==> src/rtl/i2s_pkg.sv <==
// Shared state type and word-select helper for the I2S transmitter slice.
package i2s_pkg;

    localparam int DEFAULT_DATA_SIZE = 16;

    typedef enum logic {
        IDLE,
        RUN
    } i2s_state_t;

    // Standard I2S framing: WS leads each channel's MSB by one bit period.
    function automatic logic ws_for_bit(input int bit_idx, input int data_size);
        return (bit_idx >= data_size - 1) && (bit_idx <= 2 * data_size - 2);
    endfunction

endpackage

==> src/rtl/i2s_sck_gen.sv <==
// Bit-clock generator: divides clk by 2*CLK_DIV and flags the clk cycle before each SCK edge.
module i2s_sck_gen #(
    parameter int CLK_DIV = 2
) (
    input  logic clk,
    input  logic rst,
    input  logic enable,
    output logic sck,
    output logic fall_evt,
    output logic rise_evt
);

    localparam int DIV_W = (CLK_DIV > 1) ? $clog2(CLK_DIV) : 1;
    localparam logic [DIV_W-1:0] DIV_LAST = DIV_W'(CLK_DIV - 1);

    logic [DIV_W-1:0] div_cnt;
    logic             tick;

    assign tick     = enable && (div_cnt == DIV_LAST);
    assign fall_evt = tick && sck;
    assign rise_evt = tick && !sck;

    always_ff @(posedge clk or posedge rst) begin
        if (rst) begin
            div_cnt <= '0;
            sck     <= 1'b0;
        end else if (!enable) begin
            div_cnt <= '0;
            sck     <= 1'b0;
        end else if (tick) begin
            div_cnt <= '0;
            sck     <= ~sck;
        end else begin
            div_cnt <= div_cnt + 1'b1;
        end
    end

endmodule

==> src/rtl/i2s_transmitter.sv <==
// I2S master transmitter with a one-entry sample holding register.
// Define I2S_TX_UNDERRUN_REPEAT_EN to repeat the last pair on underrun instead of sending silence.
module i2s_transmitter
    import i2s_pkg::*;
#(
    parameter int DATA_SIZE = DEFAULT_DATA_SIZE,
    parameter int CLK_DIV   = 2
) (
    input  logic                 clk,
    input  logic                 rst,
    input  logic [DATA_SIZE-1:0] sample_l,
    input  logic [DATA_SIZE-1:0] sample_r,
    input  logic                 sample_valid,
    output logic                 sample_ready,
    output logic                 i2s_sck,
    output logic                 i2s_ws,
    output logic                 i2s_sd,
    output logic                 underrun
);

    localparam int FRAME_BITS = 2 * DATA_SIZE;
    localparam int CNT_W      = $clog2(FRAME_BITS);
    localparam logic [CNT_W-1:0] LAST_BIT = CNT_W'(FRAME_BITS - 1);

    typedef struct packed {
        logic [DATA_SIZE-1:0] left;
        logic [DATA_SIZE-1:0] right;
    } pair_t;

    i2s_state_t            state;
    logic [CNT_W-1:0]      bit_cnt;
    logic [CNT_W-1:0]      bit_cnt_nxt;
    logic [FRAME_BITS-1:0] shift_reg;
    logic [FRAME_BITS-1:0] fill_pair;
    pair_t                 hold_pair;
    logic                  hold_full;
    logic                  accept;
    logic                  fall_evt;
    logic                  rise_evt_unused;
    logic                  frame_load;

    i2s_sck_gen #(
        .CLK_DIV (CLK_DIV)
    ) u_sck_gen (
        .clk      (clk),
        .rst      (rst),
        .enable   (state == RUN),
        .sck      (i2s_sck),
        .fall_evt (fall_evt),
        .rise_evt (rise_evt_unused)
    );

    assign sample_ready = ~hold_full;
    assign accept       = sample_valid && !hold_full;
    assign bit_cnt_nxt  = (bit_cnt == LAST_BIT) ? '0 : bit_cnt + 1'b1;
    assign frame_load   = fall_evt && (bit_cnt == LAST_BIT);
    assign i2s_sd       = shift_reg[FRAME_BITS-1];

`ifdef I2S_TX_UNDERRUN_REPEAT_EN
    pair_t last_pair;

    // Every load overwrites this before any underrun can occur, so it needs no reset.
    always_ff @(posedge clk) begin
        if (frame_load && hold_full) begin
            last_pair <= hold_pair;
        end
    end

    assign fill_pair = last_pair;
`else
    assign fill_pair = '0;
`endif

    always_ff @(posedge clk) begin
        if (accept) begin
            hold_pair <= '{left: sample_l, right: sample_r};
        end
    end

    always_ff @(posedge clk or posedge rst) begin
        if (rst) begin
            state     <= IDLE;
            bit_cnt   <= '0;
            hold_full <= 1'b0;
            shift_reg <= '0;
            i2s_ws    <= 1'b0;
            underrun  <= 1'b0;
        end else begin
            underrun <= 1'b0;
            // A pair arriving on the load clk of an empty register waits for the next frame.
            if (accept) begin
                hold_full <= 1'b1;
            end else if (frame_load) begin
                hold_full <= 1'b0;
            end

            case (state)
                IDLE: begin
                    if (accept) begin
                        state   <= RUN;
                        bit_cnt <= LAST_BIT;
                    end
                end
                RUN: begin
                    if (fall_evt) begin
                        bit_cnt <= bit_cnt_nxt;
                        i2s_ws  <= ws_for_bit(int'(bit_cnt_nxt), DATA_SIZE);
                        if (frame_load) begin
                            if (hold_full) begin
                                shift_reg <= hold_pair;
                            end else begin
                                shift_reg <= fill_pair;
                                underrun  <= 1'b1;
                            end
                        end else begin
                            shift_reg <= {shift_reg[FRAME_BITS-2:0], 1'b0};
                        end
                    end
                end
                default: state <= IDLE;
            endcase
        end
    end

endmodule

==> config.mk <==
export PLATFORM = sky130hd
export DESIGN_NAME = i2s_transmitter
export DESIGN_NICKNAME = d
export VERILOG_FILES = /design/src/rtl/i2s_pkg.sv /design/src/rtl/i2s_sck_gen.sv /design/src/rtl/i2s_transmitter.sv
export SDC_FILE = /design/constraint.sdc
export NUM_CORES = 1
export LEC_CHECK = 0
export BUFFER_PORTS_ARGS = -buffer_cell sky130_fd_sc_hd__buf_2
export CAP_MARGIN = 20
export CORE_AREA = 10 10 133 86
export DETAILED_ROUTE_END_ITERATION = 10
export DIE_AREA = 0 0 143 96
export GPL_ROUTABILITY_DRIVEN = 1
export GPL_TIMING_DRIVEN = 0
export PLACE_DENSITY_LB_ADDON = 0.25
export SLEW_MARGIN = 40
export SYNTH_ARGS = -nofsm -noshare
export SYNTH_HDL_FRONTEND = slang
export SYNTH_SLANG_ARGS = --single-unit
==> constraint.sdc <==
create_clock -name clk -period 2.2 [get_ports clk]
set_input_delay 0.44 -clock clk [delete_from_list [all_inputs] [get_ports clk]]
set_output_delay 0.44 -clock clk [all_outputs]
set_load 0.05 [all_outputs]
Word-level counts from Yosys, hierarchy flattened
Cells that the tools add are included.
{"block": "word_totals", "latchBits": 0, "romBits": 0, "out_inout_bits": 5, "wordCells": 48, "mem_count": 0, "register_bits": 75, "ramBits": 0, "in_bits": 35}
{"block": "classes", "bitwise_logic": 3, "n_div": 0, "add_sub_neg": 2, "reduce_logical": 9, "n_mul": 0, "n_eq_ne": 4, "order_cmp": 2, "n_shift": 0, "mux": 18}
{"cell": "$mux 32", "n": 2}
{"cell": "$mux 5", "n": 3}
{"cell": "$mux 1", "n": 12}
{"cell": "$pmux 5 s2", "n": 1}
{"cell": "$add 5x1->5 const B", "n": 1}
{"cell": "$eq 5x5->1 const B", "n": 1}
{"cell": "$ge 5x4->1 const B", "n": 1}
{"cell": "$le 5x5->1 const B", "n": 1}
{"cell": "$logic_and 1x1->1", "n": 5}
{"cell": "$ne 2x1->1 const B", "n": 2}
{"cell": "$reduce_and 2->1", "n": 2}
{"cell": "$not 1->1", "n": 3}
{"cell": "$ne 2x2->1 const B", "n": 1}
{"cell": "$reduce_bool 2->1", "n": 1}
{"cell": "$add 1x1->1 const B", "n": 1}
{"cell": "$logic_not 1->1", "n": 1}

Logic depth before layout (Yosys ltp)
Gate-level depths: netlist of run 1.
{"block": "depth", "ltp_word": 6, "mapped_depth": 8, "depth_no_buf": 7}

Cells and area by module
Synthesis of run 1 repeated with hierarchy kept, for this count alone.
{"block": "hier_totals", "hier_cells": 216, "area_unflattened_um2": 2994.1}
{"mod": "i2s_transmitter", "n_inst": 1, "area_each_um2": 2901.5, "cells_per_inst": 207, "seq_area_each_um2": 1986.9}
{"mod": "i2s_sck_gen", "n_inst": 1, "area_each_um2": 92.6, "cells_per_inst": 9, "seq_area_each_um2": 50.0}

Worst setup path before layout of run 1
Ideal clock, no wire load.
{"block": "synth_path", "path_type": "reg2reg", "startpoint": "register bit_cnt[0]", "endpoint": "register i2s_ws", "t_arrival_ns": 1.888, "required_ns": 2.118, "synth_period_minus_slack_ns": 1.970, "n_path_buf": 0, "path_stages_with_launch": 8, "setup_slack_ns": 0.230, "cell_sequence": "dfrtp_1 > ha_1 > and3_2 > ha_1 > nor4b_2 > a31oi_1 > or3_1 > a31oi_1"}
{"block": "synth_via", "elab_chain_len": 4}
{"item": "start: declaration", "line_no": "i2s_transmitter.sv:31", "source": "logic [CNT_W-1:0] bit_cnt;"}
{"item": "start signal: assignment", "line_no": "i2s_transmitter.sv:106", "source": "bit_cnt <= bit_cnt_nxt;"}
{"item": "$add 5x1->5 or $eq 5x5->1 (tied branches)", "line_no": "i2s_transmitter.sv:55", "source": "assign bit_cnt_nxt = (bit_cnt == LAST_BIT) ? '0 : bit_cnt + 1'b1;"}
{"item": "$mux 5 (*)", "line_no": "i2s_transmitter.sv:55"}
{"item": "$ge 5x4->1 or $le 5x5->1 (tied branches)", "line_no": "i2s_pkg.sv:13", "source": "return (bit_idx >= data_size - 1) && (bit_idx <= 2 * data_size - 2);"}
{"item": "$logic_and 1x1->1 (*)", "line_no": "i2s_pkg.sv:13"}
{"item": "end signal: assignment", "line_no": "i2s_transmitter.sv:107", "source": "i2s_ws <= ws_for_bit(int'(bit_cnt_nxt), DATA_SIZE);"}
{"item": "end: declaration", "line_no": "i2s_transmitter.sv:16", "source": "output logic i2s_ws,"}
Every way passes the cells marked *; elsewhere a longest branch is shown, timed or not.
A chain may end at the register's enable or synchronous reset.

Worst setup path after layout of run 1
Same ends and word-level chain as after synthesis.

==> results_dict.tcl, run 1 <==
set metrics [dict create \
    maxCapViolCount 0 \
    clock-root-buffer "clkbuf_16" \
    die_h_um 96 \
    route.detailed.drc 0 \
    p_switching_mw 0.543 \
    synth.area.top_cells "dfrtp_1 37%, edfxtp_1 33%, a221oi_1 9.4%" \
    timing.final.ws_setup_ps 174 \
    grt_pass1_wl_mm 10.4 \
    critPathRequiredTime_ps 2450 \
    clock_sinks 75 \
    io_pins 40 \
    routed_wl_mm 6.26 \
    min_to "hold_pair[22]" \
    grt_overflow 0 \
    gp_congestion 0.786 \
    yosysTopAreaCell "dfrtp_1" \
    nets 324 \
    initial_core_util_pct 32.2 \
    critPathKind "register to register" \
    p_leak_nw 1.59 \
    synthCells 233 \
    busiest_layer "met1" \
    num_rows 27 \
    cts_max_path_buffers 2 \
    seq_area_frac_synth_pct 70.2 \
    synth_top_area_share_pct 37.1 \
    worstPathMaxFanout 8 \
    setup-violations-final 0 \
    yosys_warnings 0 \
    final_antenna_net_count 0 \
    dp_hpwl_mm 4.28 \
    syn_area_mm2 0.00290 \
    min_period_ps 2030 \
    portBuffers 39 \
    endpoint_kind "register" \
    min-delay-start "sample_l[6]" \
    maxSlewViolCount 0 \
    path_cells "ha_2 > and3_2 > ha_2 > nor4b_2 > a31oi_1 > or3_1 > a31oi_1" \
    die_area_mm2 0.0137 \
    grt_pass1_vias 2038 \
    max-vdd-ir-drop_v 0.000356 \
    post_cts_buffers 0 \
    drt_iter0_markers 121 \
    met1_usage_pct 13.5 \
    synth_cell_types 27 \
    swShare_pct 18.7 \
    max_stage_delay_ps 450 \
    power_frac_seq_pct 50.3 \
    grt_use_total_pct 9.99 \
    synth_seq_cells 75 \
    clkPwrFrac_pct 47.9 \
    r2r_slack_ps 170 \
    h-tree-depth 3 \
    grt_max_degree 41 \
    use_met2_pct 13.1 \
    cts_buffers 9 \
    power_density_mw_per_mm2 813 \
    area.growth.synth_to_final_pct 23.1 \
    wl_per_cell_um 15.4 \
    avgSynthCellArea_um2 12.5 \
    use_met3_pct 5.61 \
    drive_above_1_share_pct 24.1 \
    fin_total_pwr_mw 2.91 \
    dr.pass1.iters 4 \
    fin_skew_ps 7.79 \
    combPwrFrac_pct 1.7 \
    core_mm2 0.00902 \
    cp-start-kind "register" \
    tightest_slew_ps 713 \
    diodes 0 \
    via_per_inst 4.79 \
    rsz0062_at_grt "no" \
    clk_pin_slew_worst_paths_ps 60 \
    dp_slack_ps -25.3 \
    crit_arrival_ps 2280 \
    internal_power_mw 2.36 \
    r2r_cells 7 \
    antenna_found_initial 0 \
    min_path_type "input pin to register" \
    fp.dieW_um 143 \
    vias 1943 \
    clock_latency_ps 340 \
    tritoncts "built" \
    timing.final.crit_share_pct 92.1 \
    status "complete, no violations" \
    fmax_mhz 494 \
    slew_headroom_pct 52.4 \
    synthesis.nets 272 \
    cp_slowest_cell "dfrtp_2" \
    timing.rr.start "bit_cnt[0]" \
    min_path_cells 1 \
    r2r_end "i2s_ws" \
    hold_viol 0 \
]
==> synthesized netlist by cell type (all sizes together) <==
library cell and instances:
inv 7, and2 1, o22a 2, dfrtp 43
a21oi 4, o21ai 3, and3 2, edfxtp 32
xor2 1, or3 1, xnor2 1, nor2b 1
nand2 8, o21a 2, nand3 3, a31oi 2
buf 5, a221oi 31, o31ai 1, ha 4
clkbuf 8, nor4b 1, nand2b 1, nor2 69
==> how the worst max path moves through the flow <==
stage,startpoint,to,slack (ps),depth (start not counted)
finish,bit_cnt[0],i2s_ws,170,7
global route,bit_cnt[0],i2s_ws,40,7
CTS,bit_cnt[0],bit_cnt[3],50,7
detailed placement,bit_cnt[0],shift_reg[1],-30,8
global placement,bit_cnt[0],shift_reg[19],40,8
floorplan,bit_cnt[0],i2s_ws,230,7
==> cells in the final DEF (no fill, tap or decap), types with 2 or more instances in the layout <==
cell type,n
a21oi_1,4
a221oi_1,30
a31oi_1,2
buf_2,44
clkbuf_1,10
clkbuf_16,9
clkbuf_2,2
clkinv_2,2
dfrtp_1,42
edfxtp_1,32
ha_1,2
ha_2,2
inv_1,3
inv_2,3
nand2_1,8
nand3_1,3
nor2_1,68
o21a_1,2
o21ai_0,2
o22a_1,2
==> kinds of logic (layout without fill, tap and decap cells) <==
logic type | after synthesis | after routing | share of synthesized area [%]
and+or+nand+nor | 87 | 87 | 12.3
DFF | 75 | 75 | 70.2
AOI/OAI and AO/OA | 45 | 45 | 12.4
buffers and inverters | 20 | 77 | 2.80
adders and majority gates | 4 | 4 | 1.72
xor gates and xnor gates | 2 | 2 | 0.604
==> through the flow <==
step / instances / hold slack [ps] / setup TNS [ps] / instance area (um2) / utilization [%]
2_1_floorplan: 233 / 423 / 0 / 2900 / -
3_3_place_gp: 388 / 440 / 0 / 3240 / 36.0
3_5_place_dp: 389 / 318 / -190 / 3270 / 36.2
4_1_cts: 406 / 262 / 0 / 3560 / 39.5
5_1_grt: 406 / 257 / 0 / 3570 / 39.6
6_report: 406 / 274 / 0 / 3570 / 39.6
==> worst max-delay path, delay by kind of cell (launching register included) <==
kind / cells / cell delay, ps
AND/OR/NAND/NOR: 3 / 780
flip-flops: 1 / 450
adder cells (fa/ha/maj): 2 / 440
AO/OA/AOI/OAI: 2 / 260
==> per-layer routing <==
metal / wire length [um] / part of all wire, % / vias up
li1: - / - / 946
met1: 3310 / 53 / 946
met2: 2480 / 40 / 46
met3: 418 / 6.7 / 5
met4: 46 / 0.74 / 0
met5: 0 / 0 / -
==> cell type report <==
class	instances	area, um2
Timing Repair Buffer	41	225
Sequential cell	75	2040
Inverter	7	28.8
Multi-Input combinational cell	138	798
Buffer	13	57.6
Clock buffer	13	240
Tap cell	116	145
Clock inverter	3	40.0
Fill cell	870	5450
==> power by group through the flow <==
stage	Clock (mW)	Sequential, mW	Combinational, mW
after global routing	1.51	1.46	0.0581
after CTS	1.44	1.46	0.0527
after floorplan	0	1.49	0.0116
after detailed placement	0	1.49	0.0507
after global placement	0	1.49	0.0443
final	1.39	1.46	0.0503
==> timing repair <==
| item | 4_1_cts | 5_1_grt |
|---|---|---|
| hold buffers | 1 | 0 |
| hold endpoints to repair | 3 | 0 |
| endpoints found under the setup margin | 30 | 31 |
| resized for setup | 2 | 7 |
(Power assumes the default switching activity.)
==> inputs of run 2 (changes only) <==
--- a/config.mk
+++ b/config.mk
@@ -13,6 +13,7 @@
 export GPL_ROUTABILITY_DRIVEN = 1
 export GPL_TIMING_DRIVEN = 0
 export PLACE_DENSITY_LB_ADDON = 0.25
+export SETUP_SLACK_MARGIN = 0.2
 export SLEW_MARGIN = 40
 export SYNTH_ARGS = -nofsm -noshare
 export SYNTH_HDL_FRONTEND = slang
==> run 2 against run 1 <==
Critical path depth did not move. Utilization up 0.62 points. Cell count increased by 0.99%. Worst hold slack lost 0.68 ps. Design area up 1.6%. Count of clock-buffer cells in the layout did not move. Non-clock buffer count grew 4. Via count increased by 2.4%. Global-route usage is 0.064 points higher. Setup slack improved by 110 ps. Sequential share of layout area decreased by 0.88 points. Critical path type unchanged. Largest power group unchanged.
==> results_dict.tcl, run 2 (synthesis gave the netlist of run 1 again) <==
set metrics [dict create \
    wl_per_cell_um 15.5 \
    io_pins 40 \
    p_leak_nw 1.60 \
    nets 328 \
    final_antenna_net_count 0 \
    core_mm2 0.00902 \
    min_to "hold_pair[22]" \
    fp.dieW_um 143 \
    r2r_cells 7 \
    final_cell_mix "68 x nor2_1, 44 x buf_2, 42 x dfrtp_1" \
    power_density_mw_per_mm2 801 \
    crit_arrival_ps 2170 \
    r2r_slack_ps 280 \
    fin_skew_ps 7.21 \
    dp_hpwl_mm 4.28 \
    fin_tns_setup_ps 0 \
    fill_cells 865 \
    grt_use_total_pct 10.1 \
    fmax_mhz 522 \
    tritoncts "built" \
    timing.final.crit_share_pct 87.2 \
    setup-violations-final 0 \
    whs_ps 274 \
    clk_pin_slew_worst_paths_ps 60 \
    slew_headroom_pct 52.4 \
    drive_above_1_share_pct 24.8 \
    grt_max_degree 41 \
    r2r_end "i2s_ws" \
    clock_sinks 75 \
    critPathKind "register to register" \
    initial_core_util_pct 32.2 \
    min_path_type "input pin to register" \
    final_common_cell "nor2_1" \
    dp_slack_ps -25.3 \
    critPathRequiredTime_ps 2450 \
    antenna_found_initial 0 \
    routed_wl_mm 6.36 \
    min_path_cells 1 \
    tightest_slew_ps 714 \
    rsz0062_at_grt "yes" \
    timing.final.ws_setup_ps 283 \
    vias 1989 \
    portBuffers 39 \
    h-tree-depth 3 \
    diodes 0 \
    grt_pass1_wl_mm 10.5 \
    cts_max_path_buffers 2 \
    clock-root-buffer "clkbuf_16" \
    maxSlewViolCount 0 \
    via_per_inst 4.85 \
    status "complete, no violations" \
    gp_congestion 0.786 \
    hold_viol 0 \
    die_h_um 96 \
    post-route-util_pct 40.2 \
    endpoint_kind "register" \
    route.detailed.drc 0 \
    max-vdd-ir-drop_v 0.000355 \
    min-delay-start "sample_l[6]" \
    fin_total_pwr_mw 2.91 \
    area.growth.synth_to_final_pct 25.0 \
    die_area_mm2 0.0137 \
    maxCapViolCount 0 \
    num_rows 27 \
    cp-start-kind "register" \
    dr.pass1.iters 4 \
    cts_buffers 9 \
    clock_latency_ps 340 \
    grt_overflow 0 \
    worstPathMaxFanout 6 \
    grt_pass1_vias 2053 \
    timing.rr.start "bit_cnt[0]" \
    min_period_ps 1920 \
    drt_iter0_markers 125 \
]
run 2: stage by stage:
step,instances,area [um2]
3_3_place_gp,388,3240
2_1_floorplan,233,2900
4_1_cts,408,3580
5_1_grt,410,3630
3_5_place_dp,389,3270
6_report,410,3630
run 2: cell type report:
| class | count | area [um2] | area share, % |
|---|---|---|---|
| clock inverters | 3 | 40.0 | 1.10 |
| repair buffers | 45 | 255 | 7.03 |
| multi-input cells | 138 | 825 | 22.7 |
| plain buffers | 13 | 57.6 | 1.59 |
| flip-flops and latches | 75 | 2040 | 56.2 |
| clock buffers | 13 | 240 | 6.62 |
| well taps | 116 | 145 | 4.00 |
| inverters | 7 | 28.8 | 0.793 |
run 2: power by group:
part / internal (mW) / leakage [nW] / switching, mW
sequential: 1.46 / 0.876 / 0
combinational: 0.0260 / 0.586 / 0.0242
clock: 0.875 / 0.138 / 0.521
run 2: worst max path at each step:
stage | to | slack [ps] | cells after the start | startpoint
finish | i2s_ws | 280 | 7 | bit_cnt[0]
global route | i2s_ws | 190 | 7 | bit_cnt[0]
CTS | i2s_ws | 220 | 7 | bit_cnt[0]
detailed placement | shift_reg[1] | -30 | 8 | bit_cnt[0]
global placement | shift_reg[19] | 40 | 8 | bit_cnt[0]
floorplan | i2s_ws | 230 | 7 | bit_cnt[0]
run 2: per-layer routing:
| metal | vias to the layer above | part of all wire [%] | track usage (%) |
|---|---|---|---|
| li1 | 955 | - | - |
| met1 | 976 | 52 | 13.6 |
| met2 | 52 | 40 | 13.3 |
| met3 | 6 | 7.4 | 5.61 |
| met4 | 0 | 0.94 | 3.08 |
| met5 | - | 0 | 0 |
run 2: what timing repair did:
item,CTS,global route
hold buffers,1,0
resized for setup,6,4
endpoints found under the setup margin,33,27
pin swaps,0,4
buffers inserted,2,2
endpoints found under the hold margin,3,0
run 2: critical path: stages, from the launching register on:
cell,delay (ps)
dfrtp_2,420
ha_4,180
and3_4,180
ha_4,190
nor4b_4,240
a31oi_1,80
or3_1,380
a31oi_1,170
